===== config.mk =====
export PLATFORM = sky130hd
export DESIGN_NAME = snax_gemmx_csr_manager
export DESIGN_NICKNAME = d
export VERILOG_FILES = /design/src/rtl/snax_gemmx_csr_manager.sv
export SDC_FILE = /design/constraint.sdc
export NUM_CORES = 2
export LEC_CHECK = 0
export CAP_MARGIN = 20
export CELL_PAD_IN_SITES_DETAIL_PLACEMENT = 1
export CELL_PAD_IN_SITES_GLOBAL_PLACEMENT = 1
export CORE_MARGIN = 2
export CORE_UTILIZATION = 42
export CTS_CLUSTER_DIAMETER = 100
export CTS_CLUSTER_SIZE = 14
export DETAILED_ROUTE_END_ITERATION = 16
export PLACE_DENSITY_LB_ADDON = 0.3
export SYNTH_ARGS = -nofsm -noshare
export SYNTH_HDL_FRONTEND = slang
export SYNTH_SLANG_ARGS = --single-unit

===== constraint.sdc =====
create_clock -name clk_i -period 27 [get_ports clk_i]
set_input_delay 5.4 -clock clk_i [delete_from_list [all_inputs] [get_ports clk_i]]
set_output_delay 5.4 -clock clk_i [all_outputs]
set_load 0.03 [all_outputs]

===== src/rtl/snax_gemmx_csr_manager.sv =====
// -----------------------------------------------------------------------------
// snax_gemmx_csr_manager
//
// Configuration front-end for the GEMMX accelerator shell. Core-side CSR
// requests write a shadow register bank. A write to the START address snapshots
// the shadow bank into a committed bank and presents it to the accelerator
// with a valid/ready handshake. Reads return shadow values, launch status or
// accelerator read-only values through a one-entry response buffer.
//
// Address map (N = RegRWCount, word indices):
//   0 .. N-1            shadow RW registers
//   N                   START (write) / STATUS (read: bit0 = launch pending)
//   N+1 .. N+RegROCount accelerator read-only values
//   N+RegROCount+1      launch counter (only with SNAX_CSR_LAUNCH_COUNTER_EN)
//   anything else       writes ignored, reads return 0
//
// Optional feature macro: SNAX_CSR_LAUNCH_COUNTER_EN
//   Adds a 32-bit wrapping count of completed config handshakes.
//
// Ports:
//   clk_i, rst_i                  clock, asynchronous active-high reset
//   csr_req_*_i / csr_req_ready_o core request channel
//   csr_rsp_*_o / csr_rsp_ready_i read response channel
//   csr_reg_set_o/_valid_o/_ready_i committed config towards accelerator
//   csr_reg_ro_set_i              accelerator read-only values
// -----------------------------------------------------------------------------
module snax_gemmx_csr_manager #(
    parameter int unsigned RegRWCount   = 10,
    parameter int unsigned RegROCount   = 2,
    parameter int unsigned RegDataWidth = 32,
    parameter int unsigned RegAddrWidth = 32
) (
    input  logic                                     clk_i,
    input  logic                                     rst_i,
    input  logic [RegAddrWidth-1:0]                  csr_req_addr_i,
    input  logic [RegDataWidth-1:0]                  csr_req_data_i,
    input  logic                                     csr_req_write_i,
    input  logic                                     csr_req_valid_i,
    output logic                                     csr_req_ready_o,
    output logic [RegDataWidth-1:0]                  csr_rsp_data_o,
    output logic                                     csr_rsp_valid_o,
    input  logic                                     csr_rsp_ready_i,
    output logic [RegRWCount-1:0][RegDataWidth-1:0]  csr_reg_set_o,
    output logic                                     csr_reg_set_valid_o,
    input  logic                                     csr_reg_set_ready_i,
    input  logic [RegROCount-1:0][RegDataWidth-1:0]  csr_reg_ro_set_i
);

    localparam logic [RegAddrWidth-1:0] StartAddr = RegAddrWidth'(RegRWCount);

    typedef enum logic {
        StIdle,
        StLaunch
    } state_e;

    state_e state_q, state_d;

    logic [RegRWCount-1:0][RegDataWidth-1:0] shadow_q, shadow_d;
    logic [RegRWCount-1:0][RegDataWidth-1:0] commit_q, commit_d;
    logic                                    rsp_valid_q, rsp_valid_d;
    logic [RegDataWidth-1:0]                 rsp_data_q, rsp_data_d;

    logic                    is_start;
    logic                    launch_pending;
    logic                    req_fire;
    logic                    wr_fire;
    logic                    rd_fire;
    logic                    cfg_fire;
    logic [RegDataWidth-1:0] rd_data;

`ifdef SNAX_CSR_LAUNCH_COUNTER_EN
    localparam logic [RegAddrWidth-1:0] CntAddr = RegAddrWidth'(RegRWCount + RegROCount + 1);
    logic [31:0] launch_cnt_q, launch_cnt_d;
`endif

    assign is_start       = (csr_req_addr_i == StartAddr);
    assign launch_pending = (state_q == StLaunch);
    assign cfg_fire       = launch_pending & csr_reg_set_ready_i;

    // Start writes stall while a launch is outstanding; reads stall while the
    // single response slot is occupied and not being drained this cycle.
    always_comb begin
        csr_req_ready_o = 1'b1;
        if (csr_req_write_i) begin
            if (is_start && launch_pending) begin
                csr_req_ready_o = 1'b0;
            end
        end else if (rsp_valid_q && !csr_rsp_ready_i) begin
            csr_req_ready_o = 1'b0;
        end
    end

    assign req_fire = csr_req_valid_i & csr_req_ready_o;
    assign wr_fire  = req_fire & csr_req_write_i;
    assign rd_fire  = req_fire & ~csr_req_write_i;

    // Read data mux; unmatched addresses fall through to zero.
    always_comb begin
        rd_data = '0;
        for (int unsigned i = 0; i < RegRWCount; i++) begin
            if (csr_req_addr_i == RegAddrWidth'(i)) begin
                rd_data = shadow_q[i];
            end
        end
        if (is_start) begin
            rd_data = {{(RegDataWidth-1){1'b0}}, launch_pending};
        end
        for (int unsigned j = 0; j < RegROCount; j++) begin
            if (csr_req_addr_i == RegAddrWidth'(RegRWCount + 1 + j)) begin
                rd_data = csr_reg_ro_set_i[j];
            end
        end
`ifdef SNAX_CSR_LAUNCH_COUNTER_EN
        if (csr_req_addr_i == CntAddr) begin
            rd_data = RegDataWidth'(launch_cnt_q);
        end
`endif
    end

    // Shadow bank writes are accepted in any state.
    always_comb begin
        shadow_d = shadow_q;
        for (int unsigned i = 0; i < RegRWCount; i++) begin
            if (wr_fire && (csr_req_addr_i == RegAddrWidth'(i))) begin
                shadow_d[i] = csr_req_data_i;
            end
        end
    end

    // Launch FSM. The start write is the only write in its cycle, so the
    // committed bank takes the shadow bank as it stands before the edge.
    always_comb begin
        state_d  = state_q;
        commit_d = commit_q;
        case (state_q)
            StIdle: begin
                if (wr_fire && is_start) begin
                    commit_d = shadow_q;
                    state_d  = StLaunch;
                end
            end
            StLaunch: begin
                if (csr_reg_set_ready_i) begin
                    state_d = StIdle;
                end
            end
            default: state_d = StIdle;
        endcase
    end

    // One-entry response buffer; a new read may refill it in the drain cycle.
    always_comb begin
        rsp_valid_d = rsp_valid_q;
        rsp_data_d  = rsp_data_q;
        if (rd_fire) begin
            rsp_valid_d = 1'b1;
            rsp_data_d  = rd_data;
        end else if (rsp_valid_q && csr_rsp_ready_i) begin
            rsp_valid_d = 1'b0;
        end
    end

`ifdef SNAX_CSR_LAUNCH_COUNTER_EN
    always_comb begin
        launch_cnt_d = launch_cnt_q;
        if (cfg_fire) begin
            launch_cnt_d = launch_cnt_q + 32'd1;
        end
    end

    always_ff @(posedge clk_i or posedge rst_i) begin
        if (rst_i) begin
            launch_cnt_q <= '0;
        end else begin
            launch_cnt_q <= launch_cnt_d;
        end
    end
`endif

    always_ff @(posedge clk_i or posedge rst_i) begin
        if (rst_i) begin
            state_q     <= StIdle;
            shadow_q    <= '0;
            commit_q    <= '0;
            rsp_valid_q <= 1'b0;
            rsp_data_q  <= '0;
        end else begin
            state_q     <= state_d;
            shadow_q    <= shadow_d;
            commit_q    <= commit_d;
            rsp_valid_q <= rsp_valid_d;
            rsp_data_q  <= rsp_data_d;
        end
    end

    assign csr_reg_set_o       = commit_q;
    assign csr_reg_set_valid_o = launch_pending;
    assign csr_rsp_valid_o     = rsp_valid_q;
    assign csr_rsp_data_o      = rsp_data_q;

    // Only referenced when the launch counter is built in.
    logic unused_cfg_fire;
    assign unused_cfg_fire = cfg_fire;

endmodule


# After elaboration in Yosys (flattened, before gate mapping)
# Cells that the tools add are included.
dict set report totals {
  reg_bits 674
  in_bits 134
}
dict set report op_classes {
  n_eq_ne 12
  mux 21
  bitwise 5
  reduce_logical 18
}
# operator n
set op_table {}
lappend op_table {{$mux W32} 13}
lappend op_table {{$eq A32 B4 Y1 const B} 5}
lappend op_table {{$eq A32 B3 Y1 const B} 4}
lappend op_table {{$eq A32 B2 Y1 const B} 2}
lappend op_table {{$eq A32 B1 Y1 const B} 1}
lappend op_table {{$logic_not A32 Y1} 1}
lappend op_table {{$logic_and A1 B1 Y1} 14}
lappend op_table {{$mux W1} 7}
lappend op_table {{$and A1 B1 Y1} 3}
lappend op_table {{$not A1 Y1} 2}
lappend op_table {{$pmux W1 S2} 1}
lappend op_table {{$reduce_and A2 Y1} 1}
lappend op_table {{$reduce_bool A2 Y1} 1}
lappend op_table {{$logic_not A1 Y1} 1}

# Depth between registers and ports, before layout
dict set report depth {
  depth_word 14
  mapped_depth 10
  mapped_depth_nobuf 6
}

# Least setup slack after synthesis
# Ideal clock, no wire load.
dict set report synth_timing {
  path_type {input to output}
  start {input port csr_req_addr_i[22]}
  end {output port csr_req_ready_o}
  t_arrival_ns 7.080
  required_ns 21.600
  path_slack_ns 14.520
  stages 7
  path_buffers 2
  path_cell_list {or4_1 -> nor2_1 -> clkbuf_1 -> nand3_1 -> clkbuf_1 -> nor2_1 -> a21oi_1}
}
dict set report synth_between {
  elab_chain_cells 4
}
# element line
set synth_rtl {}
lappend synth_rtl {{start, declared} 35} ;# input logic [RegAddrWidth-1:0] csr_req_addr_i,
lappend synth_rtl {{$eq A32 B4 Y1} 76} ;# assign is_start = (csr_req_addr_i == StartAddr);
lappend synth_rtl {{$logic_and A1 B1 Y1} 85} ;# if (is_start && launch_pending) begin
lappend synth_rtl {{$mux W1} 85}
lappend synth_rtl {{$mux W1} 84} ;# if (csr_req_write_i) begin
lappend synth_rtl {{end, declared} 39} ;# output logic csr_req_ready_o,
# Every way passes these cells.

# Worst setup path after layout
# Same ends and word-level chain as after synthesis.

==> flow_metrics.py <==
metrics = {
    "run_status": {
        "status": "finished, final reports clean",
    },
    "synthesis": {
        "synth_adder_area_share": 0,
        "yosys.area_share.simple": 0.162,
        "synth_xor_area_frac": 0,
        "synthFlopType": "dfrtp_1",
        "synth_area_per_cell_um2": 10.7,
        "muxShareOfSynthArea": 0.147,
        "ys_seq_area_frac": 0.584,
        "synth_top_family_by_area": "simple AND/OR/NAND/NOR gates",
        "synth_edf_count": 0,
        "yosysTopAreaCell": "dfrtp_1",
        "ys_top_cells_by_area": "dfrtp_1 58%, nand2_1 13%, mux2_2 12%",
        "yosys_warnings": 0,
        "yosys.area.top_type_share": 0.584,
        "ys_ff_latch": 674,
        "synth_cell_type_count": 68,
        "async_reset_ff_frac": 1.00,
        "synth_commonest_cells": "962 x nand2_1, 674 x dfrtp_1, 299 x mux2_2, 98 x clkbuf_1, 74 x o21ai_0",
        "synth_compound_area_frac": 0.0766,
        "synth_area_um2": 28900,
        "yosysMostFrequentCell": "nand2_1",
        "synth_nets": 2842,
        "synth_cells": 2708,
    },
    "die": {
        "core_um2": 68300,
        "fp-row-count": 96,
        "die-area_um2": 70800,
        "dieHeight_um": 266,
        "initial_core_util": 0.422,
        "die_w_um": 266,
        "pin_count": 489,
    },
    "global_route": {
        "grt_pass1_wl_um": 167000,
        "antenna_found_initial": 10,
        "grt_max_degree": 175,
        "overflow": 0,
        "grt_use_total": 0.318,
        "grt_pass1_vias": 25000,
    },
    "setup_path": {
        "crit_fanout": 13,
        "worstPathRequired_ns": 21.60,
        "crit_arrival_ns": 9.23,
        "cp_top_family": "simple AND/OR/NAND/NOR gates",
        "rr_worst_depth": 6,
        "setup.worst_path.start_class": "input port",
        "reg2reg_to": "csr_reg_set_o[315]",
        "endpoint": "csr_req_ready_o",
        "crit_chain": "clkdlybuf4s50_1 -> or4_1 -> nor2_1 -> nand3_1 -> nor2_1 -> a21oi_1 -> clkdlybuf4s50_1",
        "critPathMaxStageDelay_ns": 0.78,
        "critPathKind": "in -> out",
        "crit_buf_inv": 2,
        "reg2reg_from": "csr_reg_set_valid_o",
        "cp_slowest_cell": "nor2_1",
        "r2r_setup_slack_ns": 23.19,
        "startpoint": "csr_req_addr_i[22]",
        "cp.depth": 7,
        "setup.worst_path.end_class": "output port",
    },
    "pwr": {
        "comb_power_share": 0.057,
        "intPower_mw": 1.41,
        "p_seq_frac": 0.551,
        "p_leak_nw": 17.6,
        "vdd_ir_drop_max_mv": 0.0432,
        "finalPower_mw": 1.84,
        "p_sw_frac": 0.236,
        "power.share.clock": 0.391,
        "power-per-cell-area_nw_per_um2": 50.9,
        "switching_power_mw": 0.435,
    },
    "clocking": {
        "post_cts_buffers": 0,
        "clk_latency_ns": 0.62,
        "tritoncts": "done",
        "numCtsBuffers": 54,
        "cts_resized": 0,
        "path_clk_slew_ns": 0.07,
        "h-tree-depth": 2,
        "cts_hold_buf": 0,
        "ctsRootBufferMaster": "clkbuf_16",
        "cts.sinks": 674,
        "clk_path_buf_depth": 3,
    },
    "sta": {
        "tns_ns": 0,
        "hold_violations": 0,
        "hold_ws_ns": 0.469,
        "fmax_mhz": 68.4,
        "fin_crit_sh": 0.542,
        "finalClockSkew_ns": 0.0179,
        "tightest_slew_ns": 1.20,
        "min_period_ns": 14.63,
        "slew_headroom": 0.197,
        "drv_slew": 0,
        "setup_viol": 0,
        "layout_setup_ws_ns": 12.37,
        "rsz0062_at_grt": "false",
    },
    "final_layout": {
        "fin_util": 0.530,
        "area_delta_synth_final_pct": 25.4,
        "seq_area_um2": 16900,
        "nets": 3278,
        "final_layout_size_suffix_gt1_frac": 0.156,
        "fillers": 7269,
        "multiInputGateArea_um2": 11300,
    },
    "worst_hold_path": {
        "hp-class": "reg -> reg",
    },
    "detailed_routing": {
        "firstDrtPassIters": 5,
        "routedWlPerCell_um": 28.2,
        "drt-initial-drc-count": 1920,
        "antenna_left": 0,
        "drc": 0,
        "num_vias": 23500,
        "wirelength_um": 114000,
        "via_per_inst": 5.83,
    },
    "placement": {
        "gp_congestion": 0.916,
        "post-dp-hpwl_um": 81400,
        "dp_slack_ns": 12.56,
        "portBuffers": 488,
    },
    "run": {
        "maxCapViolations": 0,
    },
}
[layout by cell type (no fill, tap or decap), types with 21 or more instances in the layout]
master,netlist,routed
nor3_1,26,22
inv_1,26,25
clkdlybuf4s50_1,0,486
o22ai_1,27,27
nand3_1,22,22
nand2_1,962,961
clkbuf_16,0,55
mux2_4,30,30
o21ai_0,74,74
a211oi_1,21,21
a22oi_1,24,24
dfrtp_1,674,674
mux2_2,299,299
a221oi_1,21,21
nor2_1,63,62
a21oi_1,50,50
buf_4,3,57
[layout make-up]
class                   count  share of cell area
inverters                  26             0.00290
multi-input cells        1838               0.312
clock inverters             3            0.000691
repair buffers            550               0.150
flip-flops and latches    674               0.466
well taps                 882              0.0305
clock buffers              55              0.0380
diodes                      6            0.000415
[tightest hold or removal path, cell delays in order, from the launching register on]
cell	delay [ns]
dfrtp_1	0.34
nand2_1	0.05
nand2_1	0.05
[power groups by stage]
| stage | combinational, mW | clock [mW] | sequential [mW] |
|---|---|---|---|
| after global placement | 0.102 | 0 | 1.03 |
| after CTS | 0.105 | 0.735 | 1.02 |
| after detailed placement | 0.104 | 0 | 1.03 |
| after floorplan | 0.0366 | 0 | 1.04 |
| after global routing | 0.111 | 0.768 | 1.02 |
| final | 0.105 | 0.721 | 1.02 |
[through the flow]
step           cells  cell area [µm²]
5_1_grt         4032            36200
6_report        4034            36200
2_1_floorplan   2708            28900
3_3_place_gp    3962            34700
4_1_cts         4023            36100
3_5_place_dp    3965            34700
[cells by family (layout without fill, tap and decap cells)]
logic type,count (synthesis),count (layout)
multiplexers,362,362
AND/OR/NAND/NOR,1157,1157
other,0,6
buffers and inverters,196,634
AO/OA/AOI/OAI,319,319
flip-flops,674,674
[sequential cells by signal (all words and copies together) (netlist names)]
name,cells
csr_reg_set_valid_o,1
csr_rsp_data_o,32
csr_rsp_valid_o,1
csr_reg_set_o,320
shadow_q,320
[worst min-delay path by stage]
| stage | start | end | slack, ns | depth (start not counted) |
|---|---|---|---|---|
| after global routing | csr_reg_set_o[260] | csr_reg_set_o[260] | 0.49 | 2 |
| after global placement | csr_reg_set_o[234] | csr_reg_set_o[234] | 0.45 | 2 |
| after detailed placement | csr_reg_set_o[234] | csr_reg_set_o[234] | 0.46 | 2 |
| final | csr_reg_set_o[266] | csr_reg_set_o[266] | 0.47 | 2 |
| after CTS | csr_reg_set_o[266] | csr_reg_set_o[266] | 0.47 | 2 |
| after floorplan | shadow_q[51] | csr_reg_set_o[51] | 0.45 | 2 |
[per-layer routing]
layer  vias up  part of all wire  global-route usage
li1      10000                 -                   -
met1     12300              0.42               0.428
met2       931              0.47               0.514
met3       219             0.069              0.0579
met4         8             0.039               0.120
met5         -           0.00047                   0
(Power assumes the default switching activity.)
==> RTL change, RTL diff (same settings) <==
The option `SNAX_CSR_LAUNCH_COUNTER_EN` is turned on by a define.
--- a/src/rtl/snax_gemmx_csr_manager.sv
+++ b/src/rtl/snax_gemmx_csr_manager.sv
@@ -25,4 +25,6 @@
 //   csr_reg_ro_set_i              accelerator read-only values
 // -----------------------------------------------------------------------------
+`define SNAX_CSR_LAUNCH_COUNTER_EN
+
 module snax_gemmx_csr_manager #(
     parameter int unsigned RegRWCount   = 10,
Check against the original RTL: not settled (the Yosys comparison gave no result); the edit may change what the design does.
==> RTL change against the original RTL <==
Synthesized area grew 7.4%; design area up 5.3%; synthesized cell count shrank 17%; critical path depth unchanged; maximum frequency grew 3.6%; power up 4.0%; count of clock-buffer cells in the layout is 3 higher; worst hold slack better by 0.0017 ns; routed wire length shrank 4.6%; setup slack better by 0.51 ns; sequential share of layout area is 0.25 points lower; combinational power is 9% lower; sequential cell count rose by 32; critical path type unchanged; critical endpoint unchanged; largest cell class unchanged; highest routed layer unchanged.
==> RTL change: results (changes against the original RTL) <==
\begin{tabular}{lr}
\hline
Metric & Value \\
\hline
\multicolumn{2}{l}{\textbf{Setup path}} \\
\quad Number of cells traversed by the worst register-to-register path & 4 (was 6) \\
\quad Register-to-Register Setup Slack & 24.08 ns (was 23.19 ns) \\
\quad Crit-path max cell delay & 0.66 ns (was 0.78 ns) \\
\multicolumn{2}{l}{\textbf{Finish}} \\
\quad Non-Clock Buffer Count & 529 (was 550) \\
\quad Number of non-clock inverters & 10 (was 26) \\
\quad Fin nets & 2784 (was 3278) \\
\quad Fraction of final layout cells with drive strength greater than 1 & 25.19\% (was 15.58\%) \\
\multicolumn{2}{l}{\textbf{Yosys}} \\
\quad Seq/Total Area, Yosys & 57.02\% (was 58.44\%) \\
\quad Distinct cells, synth & 70 (was 68) \\
\quad Most frequent cells after synthesis & sky130\_fd\_sc\_hd\_\_dfrtp\_1, sky130\_fd\_sc\_hd\_\_mux2\_2, sky130\_fd\_sc\_hd\_\_mux2\_1 (was sky130\_fd\_sc\_hd\_\_nand2\_1, sky130\_fd\_sc\_hd\_\_dfrtp\_1, sky130\_fd\_sc\_hd\_\_mux2\_2) \\
\quad Compound-cell area share of the yosys netlist & 6.833\% (was 7.665\%) \\
\multicolumn{2}{l}{\textbf{Worst hold path}} \\
\quad Hold path endpoint & launch\_cnt\_q[31] (was csr\_reg\_set\_o[266]) \\
\multicolumn{2}{l}{\textbf{Timing}} \\
\quad Clock Skew & 0.02258 ns (was 0.01789 ns) \\
\multicolumn{2}{l}{\textbf{Route}} \\
\quad Total via count in the routed design & 21.14k (was 23.52k) \\
\quad Wire per inst & 30.01 microns (was 28.18 microns) \\
\quad Met2 Wirelength & 52.13 mm (was 53.70 mm) \\
\quad Met3 Wirelength & 7.189 mm (was 7.822 mm) \\
\multicolumn{2}{l}{\textbf{Global route}} \\
\quad First-pass GRT wire length & 158.1 mm (was 166.9 mm) \\
\quad Met1 GRT Util & 38.36\% (was 42.79\%) \\
\quad Met2 Resource Use GR & 46.69\% (was 51.38\%) \\
\multicolumn{2}{l}{\textbf{Clocking}} \\
\quad Clock latency at the later pin of the worst-skew pair & 0.64 ns (was 0.62 ns) \\
\quad Number of clock buffers inserted by TritonCTS & 56 (was 54) \\
\multicolumn{2}{l}{\textbf{Placement}} \\
\quad Post-DP HPWL & 77.73 mm (was 81.37 mm) \\
\quad Setup Slack @ Placement & 12.93 ns (was 12.56 ns) \\
\multicolumn{2}{l}{\textbf{Outcome}} \\
\quad Outcome & finished clean (unchanged) \\
\hline
\end{tabular}
## RTL change: changes by cell type in the layout (fill, tap and decap cells not counted), moves of 19 or more
| cell | before | now |
|---|---|---|
| sky130_fd_sc_hd__a31oi_1 | 2 | 27 |
| sky130_fd_sc_hd__mux2_1 | 9 | 149 |
| sky130_fd_sc_hd__o31ai_1 | 3 | 22 |
| sky130_fd_sc_hd__dfrtp_1 | 674 | 706 |
| sky130_fd_sc_hd__mux2_2 | 299 | 444 |
| sky130_fd_sc_hd__o21ai_0 | 74 | 41 |
| sky130_fd_sc_hd__nand2_1 | 961 | 73 |
| sky130_fd_sc_hd__mux2_4 | 30 | 60 |
| sky130_fd_sc_hd__xnor2_1 | 0 | 26 |
## RTL change: per-stage QoR
stage | hold WS (ns) | cell area [sq um] | std cells
after floorplan | 0.4390 | 30980 | 2236
after global placement | 0.4562 | 36560 | 3547
after detailed placement | 0.4563 | 36570 | 3548
after CTS | 0.4701 | 38050 | 3609
after global routing | 0.4833 | 38110 | 3611
final | 0.4708 | 38110 | 3613
